--- config.mk ---
export PLATFORM = sky130hd
export DESIGN_NAME = fpnew_opgroup_lane_dispatch
export DESIGN_NICKNAME = d
export VERILOG_FILES = /design/src/rtl/fpnew_pkg.sv /design/src/rtl/fpnew_lane_id_fifo.sv /design/src/rtl/fpnew_opgroup_lane_dispatch.sv
export SDC_FILE = /design/constraint.sdc
export NUM_CORES = 1
export LEC_CHECK = 0
export BUFFER_PORTS_ARGS = -buffer_cell sky130_fd_sc_hd__buf_2
export CAP_MARGIN = 20
export CORE_MARGIN = 2
export CORE_UTILIZATION = 55
export CTS_CLUSTER_DIAMETER = 40
export DETAILED_ROUTE_END_ITERATION = 10
export PLACE_DENSITY = 0.85
export SLEW_MARGIN = 15
export SYNTH_ARGS = -nofsm -noshare
export SYNTH_HDL_FRONTEND = slang
export SYNTH_SLANG_ARGS = --single-unit
--- constraint.sdc ---
create_clock -name clk_i -period 8.6 [get_ports clk_i]
set_input_delay 1.72 -clock clk_i [delete_from_list [all_inputs] [get_ports clk_i]]
set_output_delay 1.72 -clock clk_i [all_outputs]
set_load 0.02 [all_outputs]
--- src/rtl/fpnew_pkg.sv ---
// ============================================================================
// Module : fpnew_pkg
// Brief  : Shared types and helpers for the FPU operation-group dispatch stage.
// Rev    : 1.0
// ============================================================================
`default_nettype none

package fpnew_pkg;

    typedef enum logic {
        DISPATCH_INORDER   = 1'b0,
        DISPATCH_UNORDERED = 1'b1
    } dispatch_mode_e;

    // Index width that never collapses to zero bits for a single-entry range.
    function automatic int unsigned idx_width(input int unsigned n);
        return (n > 1) ? $clog2(n) : 1;
    endfunction

endpackage

`default_nettype wire

--- src/rtl/fpnew_lane_id_fifo.sv ---
// ============================================================================
// Module : fpnew_lane_id_fifo
// Brief  : Lane-ID FIFO recording dispatch order for in-order retirement.
// Rev    : 1.0
// ============================================================================
`default_nettype none

module fpnew_lane_id_fifo
    import fpnew_pkg::*;
#(
    parameter int unsigned  DEPTH = 8,
    parameter int unsigned  WIDTH = 2,
    localparam int unsigned CNT_W = $clog2(DEPTH + 1)
) (
    input  logic             clk_i,
    input  logic             rst_ni,
    input  logic             flush_i,
    input  logic             push_i,
    input  logic [WIDTH-1:0] data_i,
    input  logic             pop_i,
    output logic [WIDTH-1:0] data_o,
    output logic [CNT_W-1:0] count_o
);

    localparam int unsigned PTR_W = idx_width(DEPTH);

    logic [WIDTH-1:0] r_mem [DEPTH];
    logic [PTR_W-1:0] r_wr_ptr;
    logic [PTR_W-1:0] r_rd_ptr;
    logic [CNT_W-1:0] r_count;
    logic             w_do_push;
    logic             w_do_pop;

    function automatic logic [PTR_W-1:0] next_ptr(input logic [PTR_W-1:0] p);
        return (p == PTR_W'(DEPTH - 1)) ? '0 : p + PTR_W'(1);
    endfunction

    // Occupancy, not pointer equality, decides full/empty.
    assign w_do_push = push_i & (r_count != CNT_W'(DEPTH));
    assign w_do_pop  = pop_i & (r_count != '0);

    always_ff @(posedge clk_i) begin
        if (!rst_ni || flush_i) begin
            r_wr_ptr <= '0;
            r_rd_ptr <= '0;
            r_count  <= '0;
        end else begin
            if (w_do_push) r_wr_ptr <= next_ptr(r_wr_ptr);
            if (w_do_pop)  r_rd_ptr <= next_ptr(r_rd_ptr);
            case ({w_do_push, w_do_pop})
                2'b10:   r_count <= r_count + CNT_W'(1);
                2'b01:   r_count <= r_count - CNT_W'(1);
                default: r_count <= r_count;
            endcase
        end
    end

    always_ff @(posedge clk_i) begin
        if (w_do_push) r_mem[r_wr_ptr] <= data_i;
    end

    assign data_o  = r_mem[r_rd_ptr];
    assign count_o = r_count;

endmodule

`default_nettype wire

--- src/rtl/fpnew_opgroup_lane_dispatch.sv ---
// ============================================================================
// Module : fpnew_opgroup_lane_dispatch
// Brief  : Round-robin dispatch of ops to replicated lanes and result retire.
// Rev    : 1.0
// ============================================================================
`default_nettype none

module fpnew_opgroup_lane_dispatch
    import fpnew_pkg::*;
#(
    parameter int unsigned    NumLanes    = 4,
    parameter int unsigned    MaxInflight = 8,
    parameter dispatch_mode_e Mode        = fpnew_pkg::DISPATCH_INORDER,
    parameter type            InType      = logic,
    parameter type            OutType     = logic,
    localparam int unsigned   LANE_W      = idx_width(NumLanes)
) (
    input  logic                        clk_i,
    input  logic                        rst_ni,
    input  logic                        flush_i,
    input  logic                        in_valid_i,
    output logic                        in_ready_o,
    input  InType                       in_data_i,
    output logic [NumLanes-1:0]         lane_valid_o,
    input  logic [NumLanes-1:0]         lane_ready_i,
    output InType                       lane_data_o,
    input  logic [NumLanes-1:0]         lane_out_valid_i,
    output logic [NumLanes-1:0]         lane_out_ready_o,
    input  OutType [NumLanes-1:0]       lane_out_data_i,
    input  logic [NumLanes-1:0]         lane_busy_i,
    output logic                        out_valid_o,
    input  logic                        out_ready_i,
    output OutType                      out_data_o,
    output logic [LANE_W-1:0]           out_lane_o,
    output logic                        busy_o
);

    localparam int unsigned CNT_W = $clog2(MaxInflight + 1);

    logic [CNT_W-1:0]    r_count;
    logic [LANE_W-1:0]   r_disp_ptr;
    logic [LANE_W-1:0]   w_disp_sel;
    logic                w_full;
    logic                w_accept;
    logic                w_out_hs;
    logic                w_ret_valid;
    logic [LANE_W-1:0]   w_ret_lane;
    logic [NumLanes-1:0] w_lane_out_ready;

    // First requesting lane at or after ptr, wrapping; returns ptr if none.
    function automatic logic [LANE_W-1:0] rr_pick(input logic [NumLanes-1:0] req,
                                                  input logic [LANE_W-1:0]   ptr);
        logic [LANE_W-1:0] pick;
        logic              found;
        int unsigned       idx;
        pick  = ptr;
        found = 1'b0;
        for (int unsigned i = 0; i < NumLanes; i++) begin
            idx = (32'(ptr) + i) % NumLanes;
            if (!found && req[idx]) begin
                found = 1'b1;
                pick  = LANE_W'(idx);
            end
        end
        return pick;
    endfunction

    function automatic logic [LANE_W-1:0] next_lane(input logic [LANE_W-1:0] l);
        return (l == LANE_W'(NumLanes - 1)) ? '0 : l + LANE_W'(1);
    endfunction

    // ------------------------------------------------------------------
    // Dispatch
    // ------------------------------------------------------------------
    assign w_disp_sel = rr_pick(lane_ready_i, r_disp_ptr);
    assign w_full     = (r_count == CNT_W'(MaxInflight));
    // Full blocks accept even on a same-cycle pop: no out_ready_i -> in_ready_o path.
    assign in_ready_o = (|lane_ready_i) & ~w_full & ~flush_i;
    assign w_accept   = in_valid_i & in_ready_o;
    assign w_out_hs   = w_ret_valid & out_ready_i & ~flush_i;

    always_comb begin
        lane_valid_o = '0;
        if (w_accept) lane_valid_o[w_disp_sel] = 1'b1;
    end

    assign lane_data_o = in_data_i;

    always_ff @(posedge clk_i) begin
        if (!rst_ni || flush_i) begin
            r_count    <= '0;
            r_disp_ptr <= '0;
        end else begin
            if (w_accept) r_disp_ptr <= next_lane(w_disp_sel);
            case ({w_accept, w_out_hs})
                2'b10:   r_count <= r_count + CNT_W'(1);
                2'b01:   r_count <= r_count - CNT_W'(1);
                default: r_count <= r_count;
            endcase
        end
    end

    // ------------------------------------------------------------------
    // Retire
    // ------------------------------------------------------------------
    if (Mode == DISPATCH_INORDER) begin : g_inorder
        logic [LANE_W-1:0] w_head;
        logic [CNT_W-1:0]  w_fifo_count;
        logic              w_empty;

        fpnew_lane_id_fifo #(
            .DEPTH (MaxInflight),
            .WIDTH (LANE_W)
        ) u_id_fifo (
            .clk_i   (clk_i),
            .rst_ni  (rst_ni),
            .flush_i (flush_i),
            .push_i  (w_accept),
            .data_i  (w_disp_sel),
            .pop_i   (w_out_hs),
            .data_o  (w_head),
            .count_o (w_fifo_count)
        );

        assign w_empty     = (w_fifo_count == '0);
        assign w_ret_lane  = w_head;
        assign w_ret_valid = ~w_empty & lane_out_valid_i[w_head];

        // Non-head lanes keep their results until they reach the head.
        always_comb begin
            w_lane_out_ready         = '0;
            w_lane_out_ready[w_head] = ~w_empty & out_ready_i & ~flush_i;
        end
    end else begin : g_unordered
        logic              r_lock;
        logic [LANE_W-1:0] r_lock_lane;
        logic [LANE_W-1:0] r_ret_ptr;
        logic [LANE_W-1:0] w_grant;

        assign w_grant     = r_lock ? r_lock_lane : rr_pick(lane_out_valid_i, r_ret_ptr);
        assign w_ret_lane  = w_grant;
        assign w_ret_valid = (r_count != '0) & lane_out_valid_i[w_grant];

        always_comb begin
            w_lane_out_ready          = '0;
            w_lane_out_ready[w_grant] = w_ret_valid & out_ready_i & ~flush_i;
        end

        // Stalled grants are held so the presented result stays stable.
        always_ff @(posedge clk_i) begin
            if (!rst_ni || flush_i) begin
                r_lock      <= 1'b0;
                r_lock_lane <= '0;
                r_ret_ptr   <= '0;
            end else if (w_out_hs) begin
                r_lock    <= 1'b0;
                r_ret_ptr <= next_lane(w_grant);
            end else if (w_ret_valid && !out_ready_i) begin
                r_lock      <= 1'b1;
                r_lock_lane <= w_grant;
            end
        end
    end

    assign out_valid_o      = w_ret_valid;
    assign out_lane_o       = w_ret_lane;
    assign out_data_o       = lane_out_data_i[w_ret_lane];
    assign lane_out_ready_o = w_lane_out_ready;
    assign busy_o           = (|lane_busy_i) | (r_count != '0);

    a_dispatch_onehot: assert property (@(posedge clk_i) disable iff (!rst_ni)
        $onehot0(lane_valid_o));
    a_no_pop_empty: assert property (@(posedge clk_i) disable iff (!rst_ni)
        !(w_out_hs && (r_count == '0)));
    a_no_accept_full: assert property (@(posedge clk_i) disable iff (!rst_ni)
        !(w_accept && w_full));

endmodule

`default_nettype wire
---- Word-level counts from Yosys, hierarchy flattened ----
Memories as Yosys holds them, arrays and structs flattened. A register that Yosys moved wholly into a read port is not among the register bits.
Cells that the tools add are included.
cells by class
  add/sub/neg operators ................... 10
  order comparisons ....................... 8
  eq/ne operators ......................... 9
  multiplexer cells ....................... 32
  bitwise gates (word level) .............. 15
  reductions and logical operators ........ 17
operator list
  cell                   number
  $lt A2 B3 Y1 const B   6
  $pmux W4 S2            2
  $mux W1                13
  $bmux W1 S2            6
  $mux W3                4
  $and A1 B1 Y1          10
  $add A4 B1 Y4 const B  2
  $mux W2                4
  $reduce_bool A4 Y1     2
  $reduce_or A4 Y1       2
  $sub A4 B1 Y4 const B  2
  $add A3 B1 Y3 const B  2
  $eq A2 B2 Y1 const B   3
  $eq A3 B3 Y1 const B   2
  $logic_and A1 B1 Y1    5
  $add A2 B1 Y2 const B  2
  $add A2 B2 Y2 const B  2
  $and A4 B4 Y4          1
  $demux W1 S2           2
  $eq A2 B1 Y1 const B   2
  $eq A4 B4 Y1 const B   1
  $ge A2 B1 Y1 const B   2
  $logic_not A1 Y1       4
  $logic_not A4 Y1       1
  6 further kinds        9
word-level totals
  register bits ........................... 16
  bits in writable memories ............... 16
  input port bits ......................... 22
  output and inout bits ................... 15
  word-level logic and storage cells ...... 97
  memories kept ........................... 1
memories
  memory                     words  bits a word  read ports  clocked after Yosys merged registers in  wr ports  RTL line                  RTL
  g_inorder.u_id_fifo.r_mem  8      2            1           1                                        1         fpnew_lane_id_fifo.sv:27  logic [WIDTH-1:0] r_mem [DEPTH];

---- Depth between registers and ports, before layout ----
  depth in word-level cells ............... 17
  mapped depth ............................ 13
  depth with buffers taken out ............ 12

---- Cells and area by module ----
From an unflattened synthesis, not the netlist that was laid out.
unflattened totals
  cells, all modules ...................... 177
  area total of the unflattened synthesis .. 1961.9 um^2
modules (own cells, without submodules)
  module                       times used  cells each  area an instance (um^2)  seq. area each (um^2)
  fpnew_lane_id_fifo           1           95          1278.7                   740.7
  fpnew_opgroup_lane_dispatch  1           82          683.2                    120.1

---- Least setup slack after synthesis ----
Ideal clock, no wire load.
  kind .................................... input -> output
  start ................................... input lane_ready_i[2]
  end ..................................... output lane_valid_o[0]
  arrival ................................. 2.806 ns
  required time ........................... 6.880 ns
  setup slack ............................. 4.074 ns
  cell stages on the path ................. 6
  buffers on the path ..................... 0
  cells stage by stage .................... nor2b_1 a221o_1 o22a_1 inv_1 ha_1 and2_1
on the way
  longest elaborated chain between the ends .. 17
  elaborated cells between the ends (all ways) .. 30
  classes of those cells .................. 2 x order compare; 17 x mux; 3 x bitwise; 8 x reduce/logical
ends and longest elaborated chain
  element                                                             RTL line                           RTL
  start: declaration                                                  fpnew_opgroup_lane_dispatch.sv:25  input logic [NumLanes-1:0] lane_ready_i,
  $bmux W1 S2                                                         fpnew_opgroup_lane_dispatch.sv:60  if (!found && req[idx]) begin
  $mux W1 (not written as such)                                       fpnew_opgroup_lane_dispatch.sv:60
  $mux W1                                                             fpnew_opgroup_lane_dispatch.sv:60
  $logic_not A1 Y1                                                    fpnew_opgroup_lane_dispatch.sv:60
  $logic_and A1 B1 Y1                                                 fpnew_opgroup_lane_dispatch.sv:60
  $mux W1                                                             fpnew_opgroup_lane_dispatch.sv:60
  $logic_not A1 Y1                                                    fpnew_opgroup_lane_dispatch.sv:60
  $logic_and A1 B1 Y1                                                 fpnew_opgroup_lane_dispatch.sv:60
  (+2 left out)                                                       --
  $logic_and A1 B1 Y1                                                 fpnew_opgroup_lane_dispatch.sv:60
  $mux W2 (*)                                                         fpnew_opgroup_lane_dispatch.sv:60
  net g_inorder.u_id_fifo.data_i[1]                                   fpnew_lane_id_fifo.sv:19           input logic [WIDTH-1:0] data_i,
  $lt A2 B3 Y1 (not written as such) or $ge A2 B1 Y1 (tied branches)  fpnew_opgroup_lane_dispatch.sv:84  if (w_accept) lane_valid_o[w_disp_sel] = 1'b1;
  $logic_and A1 B1 Y1 (not written as such)                           fpnew_opgroup_lane_dispatch.sv:84
  $mux W1 (not written as such)                                       fpnew_opgroup_lane_dispatch.sv:84
  $demux W1 S2 (*)                                                    fpnew_opgroup_lane_dispatch.sv:84
  $mux W4 (*)                                                         fpnew_opgroup_lane_dispatch.sv:84
  end: declaration                                                    fpnew_opgroup_lane_dispatch.sv:24  output logic [NumLanes-1:0] lane_valid_o,
The timed path passes the listed nets; every way through them passes the cells marked *. The select of a mux whose other input is x is not followed.

---- Worst setup path after layout ----
  start ................................... input lane_ready_i[0]
  end ..................................... output lane_valid_o[0]
The elaborated chain is that of the path after synthesis.

==> flow_summary_export.csv <==
group,metric,value,unit
run,drv_cap,0,
finish,fin_area,2248,um^2
routing,drc,0,
clocking,cts_setup_buffers,0,
clocking,clkLatencyLatePin,0.33,ns
grt,grt_pass1_wl,6106,um
min_path,min_path_cells,2,
logic_synthesis,yosysWarnings,0,
setup_path,cp_num_cells,8,
min_path,hold_path_class,"flip-flop to flip-flop",
setup_path,cp_slowest_cell,"o22a_1",
logic_synthesis,synthCells,192,
grt,grt_max_degree,15,
setup_path,cp_top_family,"compound AO/OA/AOI/OAI gates",
clocking,cts_resized,0,
sta,clock.fmax,0.2052,GHz
setup_path,required,6.88,ns
setup_path,worstSetupPathType,"input pin to primary output",
logic_synthesis,synth_nets,229,
sta,rsz0062_at_grt,"no",
setup_path,setup.worst_path.end_class,"primary output",
sta,min_period,4.874,ns
setup_path,critical_path.cell_chain,"buf_2, nor2_1, a221o_1, o22a_1, inv_1, ha_1, and2_1, buf_2",
min_path,hold_start,"g_inorder.u_id_fifo.r_rd_ptr[1]",
floorplan,ioPinCount,37,
clocking,cts_sinks,35,
setup_path,cpPeakStageDelay,0.35,ns
placed_design,gp_congestion,0.8269,
clocking,max-clock-path-buffers,2,
sta,finClkSkew,0.01216,ns
floorplan,rows,21,
logic_synthesis,synth.avg_cell_area,10.39,um^2
routing,ant_nets,0,
finish,syn2layout_area_growth,12.74,%
setup_path,setup.worst_path.end,"lane_valid_o[0]",
clocking,clock-root-buffer,"clkbuf_4",
grt,grt_pass1_vias,1396,
finish,antenna_cells,0,
clocking,clkTransAtPathRegs,0.10,ns
floorplan,die_y,64.22,um
sta,hold_viol_final,0,
finish,n_fill_cell,287,
finish,nNetsFinal,266,
grt,met3_usage,0.03169,
sta,setup_viol,0,
grt,met1_usage,0.2287,
setup_path,cp_max_fo,11,
power_and_ir_drop,p_per_area,132.7,nW/um^2
setup_path,crit_arrival,3.15,ns
setup_path,crit_path_frequent_cell,"buf_2",
floorplan,dieArea,4124,um^2
setup_path,worst_r2r_endpoint,"r_count[3]",
sta,period_share,0.5668,
sta,worst_slew_pin_slew,0.6392,ns
setup_path,path_buf_inv,3,
sta,fin_setup_tns,0,ns
sta,maxSlewViolCount,0,
routing,wl_per_cell,13.04,um
placed_design,hpwl,2762,um
routing,drt_iter0_markers,33,
clocking,postCtsHoldBufs,0,
run_status,outcome,"finished clean",
clocking,htreeDepth,2,
grt,grt_usage,0.1956,
routing,avgViaCountPerCell,5.402,
setup_path,critical_path.startpoint,"lane_ready_i[0]",
placed_design,placed_area,2196,um^2
clocking,cts_buffers,5,
sta,slew-limit-headroom,0.5700,
setup_path,r2r_slack,5.30,ns
logic_synthesis,ys_ff_latch,35,
setup_path,r2r_cells,11,
power_and_ir_drop,power.total,0.2983,mW
routing,dr.pass1.iters,4,
logic_synthesis,yosysSeqAreaShare,0.4316,
power_and_ir_drop,peakVddDrop,0.06660,mV
placed_design,port-buffer-count,34,
grt,grt_overflow,0,
setup_path,cp-start-kind,"input pin",
routing,routed_wl,3598,um
grt,busiest_layer,"met2",
power_and_ir_drop,p_leak,0.8899,nW
logic_synthesis,yosysUniqueCellTypes,39,
floorplan,dieWidth,64.22,um
floorplan,initial_utilization,0.5839,
finish,drive_gt1_frac,0.2304,
grt,antenna_found_initial,0,
routing,num_vias,1491,
clocking,cts_tree,"built",
grt,grt_use_met2,0.3411,
logic_synthesis,synthesis.area,1994,um^2
floorplan,coreArea,3416,um^2
power by group:
group	switching, mW	total [mW]	internal, mW
logic	0.0225	0.0378	0.0153
clock network	0.0524	0.0828	0.0304
registers	0.00159	0.178	0.176
total	0.0765	0.298	0.222
layout by cell type (no fill, tap or decap), types with 2 or more instances in the layout:
| cell type | n |
|---|---|
| buf_2 | 34 |
| nor2_1 | 21 |
| nand2_1 | 19 |
| dfxtp_1 | 19 |
| edfxtp_1 | 16 |
| a21oi_1 | 14 |
| ha_1 | 14 |
| inv_1 | 10 |
| mux2i_1 | 9 |
| nor3_1 | 7 |
| and2_1 | 6 |
| o21ai_0 | 5 |
| xor2_1 | 5 |
| clkbuf_4 | 5 |
| nor2b_1 | 4 |
| a211oi_1 | 4 |
| or3_1 | 4 |
| mux4_2 | 3 |
| mux2i_4 | 3 |
| nor4_1 | 3 |
| nand2b_1 | 3 |
| clkinv_2 | 3 |
| nor3b_1 | 2 |
| xnor2_1 | 2 |
worst min path at each step:
stage / endpoint
CTS: flip-flop
detailed placement: flip-flop
finish: g_inorder.u_id_fifo.r_rd_ptr[1]
global placement: g_inorder.u_id_fifo.r_rd_ptr[1]
global route: g_inorder.u_id_fifo.r_rd_ptr[1]
floorplan: flip-flop
synthesized netlist by cell type:
| cell | instances | share of area |
|---|---|---|
| buf_6 | 1 | 0.0056 |
| nand3b_1 | 1 | 0.0038 |
| a21o_1 | 1 | 0.0038 |
| buf_4 | 1 | 0.0038 |
| a211oi_1 | 4 | 0.015 |
| o221ai_1 | 1 | 0.0044 |
| inv_4 | 1 | 0.0031 |
| nand3_1 | 1 | 0.0025 |
| a221o_1 | 1 | 0.0050 |
| clkbuf_1 | 2 | 0.0038 |
| inv_1 | 10 | 0.019 |
| nor2b_1 | 4 | 0.013 |
| o21ai_0 | 5 | 0.013 |
| o22a_1 | 1 | 0.0044 |
| and2_4 | 1 | 0.0044 |
| xor2_1 | 5 | 0.022 |
| nand2b_1 | 3 | 0.0094 |
| nor3b_1 | 2 | 0.0075 |
| edfxtp_1 | 16 | 0.24 |
| a2111oi_4 | 1 | 0.014 |
| nor2_1 | 21 | 0.040 |
| dfxtp_1 | 19 | 0.19 |
| xnor2_1 | 2 | 0.0088 |
| ha_1 | 14 | 0.088 |
| mux2i_1 | 9 | 0.045 |
| or3_1 | 4 | 0.013 |
| o22ai_4 | 1 | 0.010 |
| a21oi_1 | 14 | 0.035 |
| o22ai_1 | 1 | 0.0031 |
| and2_1 | 6 | 0.019 |
| nor3_1 | 7 | 0.018 |
| a2bb2oi_1 | 1 | 0.0044 |
| and3b_1 | 1 | 0.0044 |
| mux4_2 | 3 | 0.034 |
| fa_1 | 1 | 0.010 |
| mux2i_4 | 3 | 0.034 |
| nor4_1 | 3 | 0.0094 |
| inv_2 | 1 | 0.0019 |
| nand2_1 | 19 | 0.036 |
stage by stage:
step	hold slack, ns	setup slack [ns]	util	cells
finish	0.4989	3.726	0.6582	276
global route	0.5190	3.596	0.6582	276
CTS	0.5056	3.712	0.6582	276
detailed placement	0.4915	3.710	0.6429	268
global placement	0.4746	3.785	0.6429	268
floorplan	0.4539	4.074	-	192
layout make-up:
cell class	instances	area [um^2]	share of cell area
Clock buffer	5	37.54	0.01669
Clock inverter	3	15.01	0.006678
Inverter	12	47.55	0.02115
Multi-Input combinational cell	141	1060	0.4713
Sequential cell	35	860.8	0.3829
Tap cell	46	57.56	0.02560
Timing Repair Buffer	34	170.2	0.07568
kinds of logic (layout without fill, tap and decap cells):
family,count (synthesis),in the layout,share of synthesized area
simple gates,73,73,0.1782
flops,35,35,0.4316
compound gates,31,31,0.1117
buf+inv,16,54,0.03702
fa+ha+maj,15,15,0.09787
mux,15,15,0.1129
xor+xnor,7,7,0.03074
registers in the layout (all words and copies together), names as in the netlist, named ones only:
signal / cells
g_inorder.u_id_fifo.count_o: 4
g_inorder.u_id_fifo.r_mem: 16
g_inorder.u_id_fifo.r_rd_ptr: 3
g_inorder.u_id_fifo.r_wr_ptr: 3
r_count: 4
r_disp_ptr: 2
tightest hold or removal path: stages (launching register included):
cell and delay (ns):
dfxtp_1 0.32, nand2_1 0.05, mux2i_1 0.07
layer usage:
layer	wire length, um	part of all wire
met4	67	0.019
met5	0	0
met1	1552	0.43
met2	1758	0.49
met3	219	0.061
No activity file was read; power rests on OpenSTA's default activity.
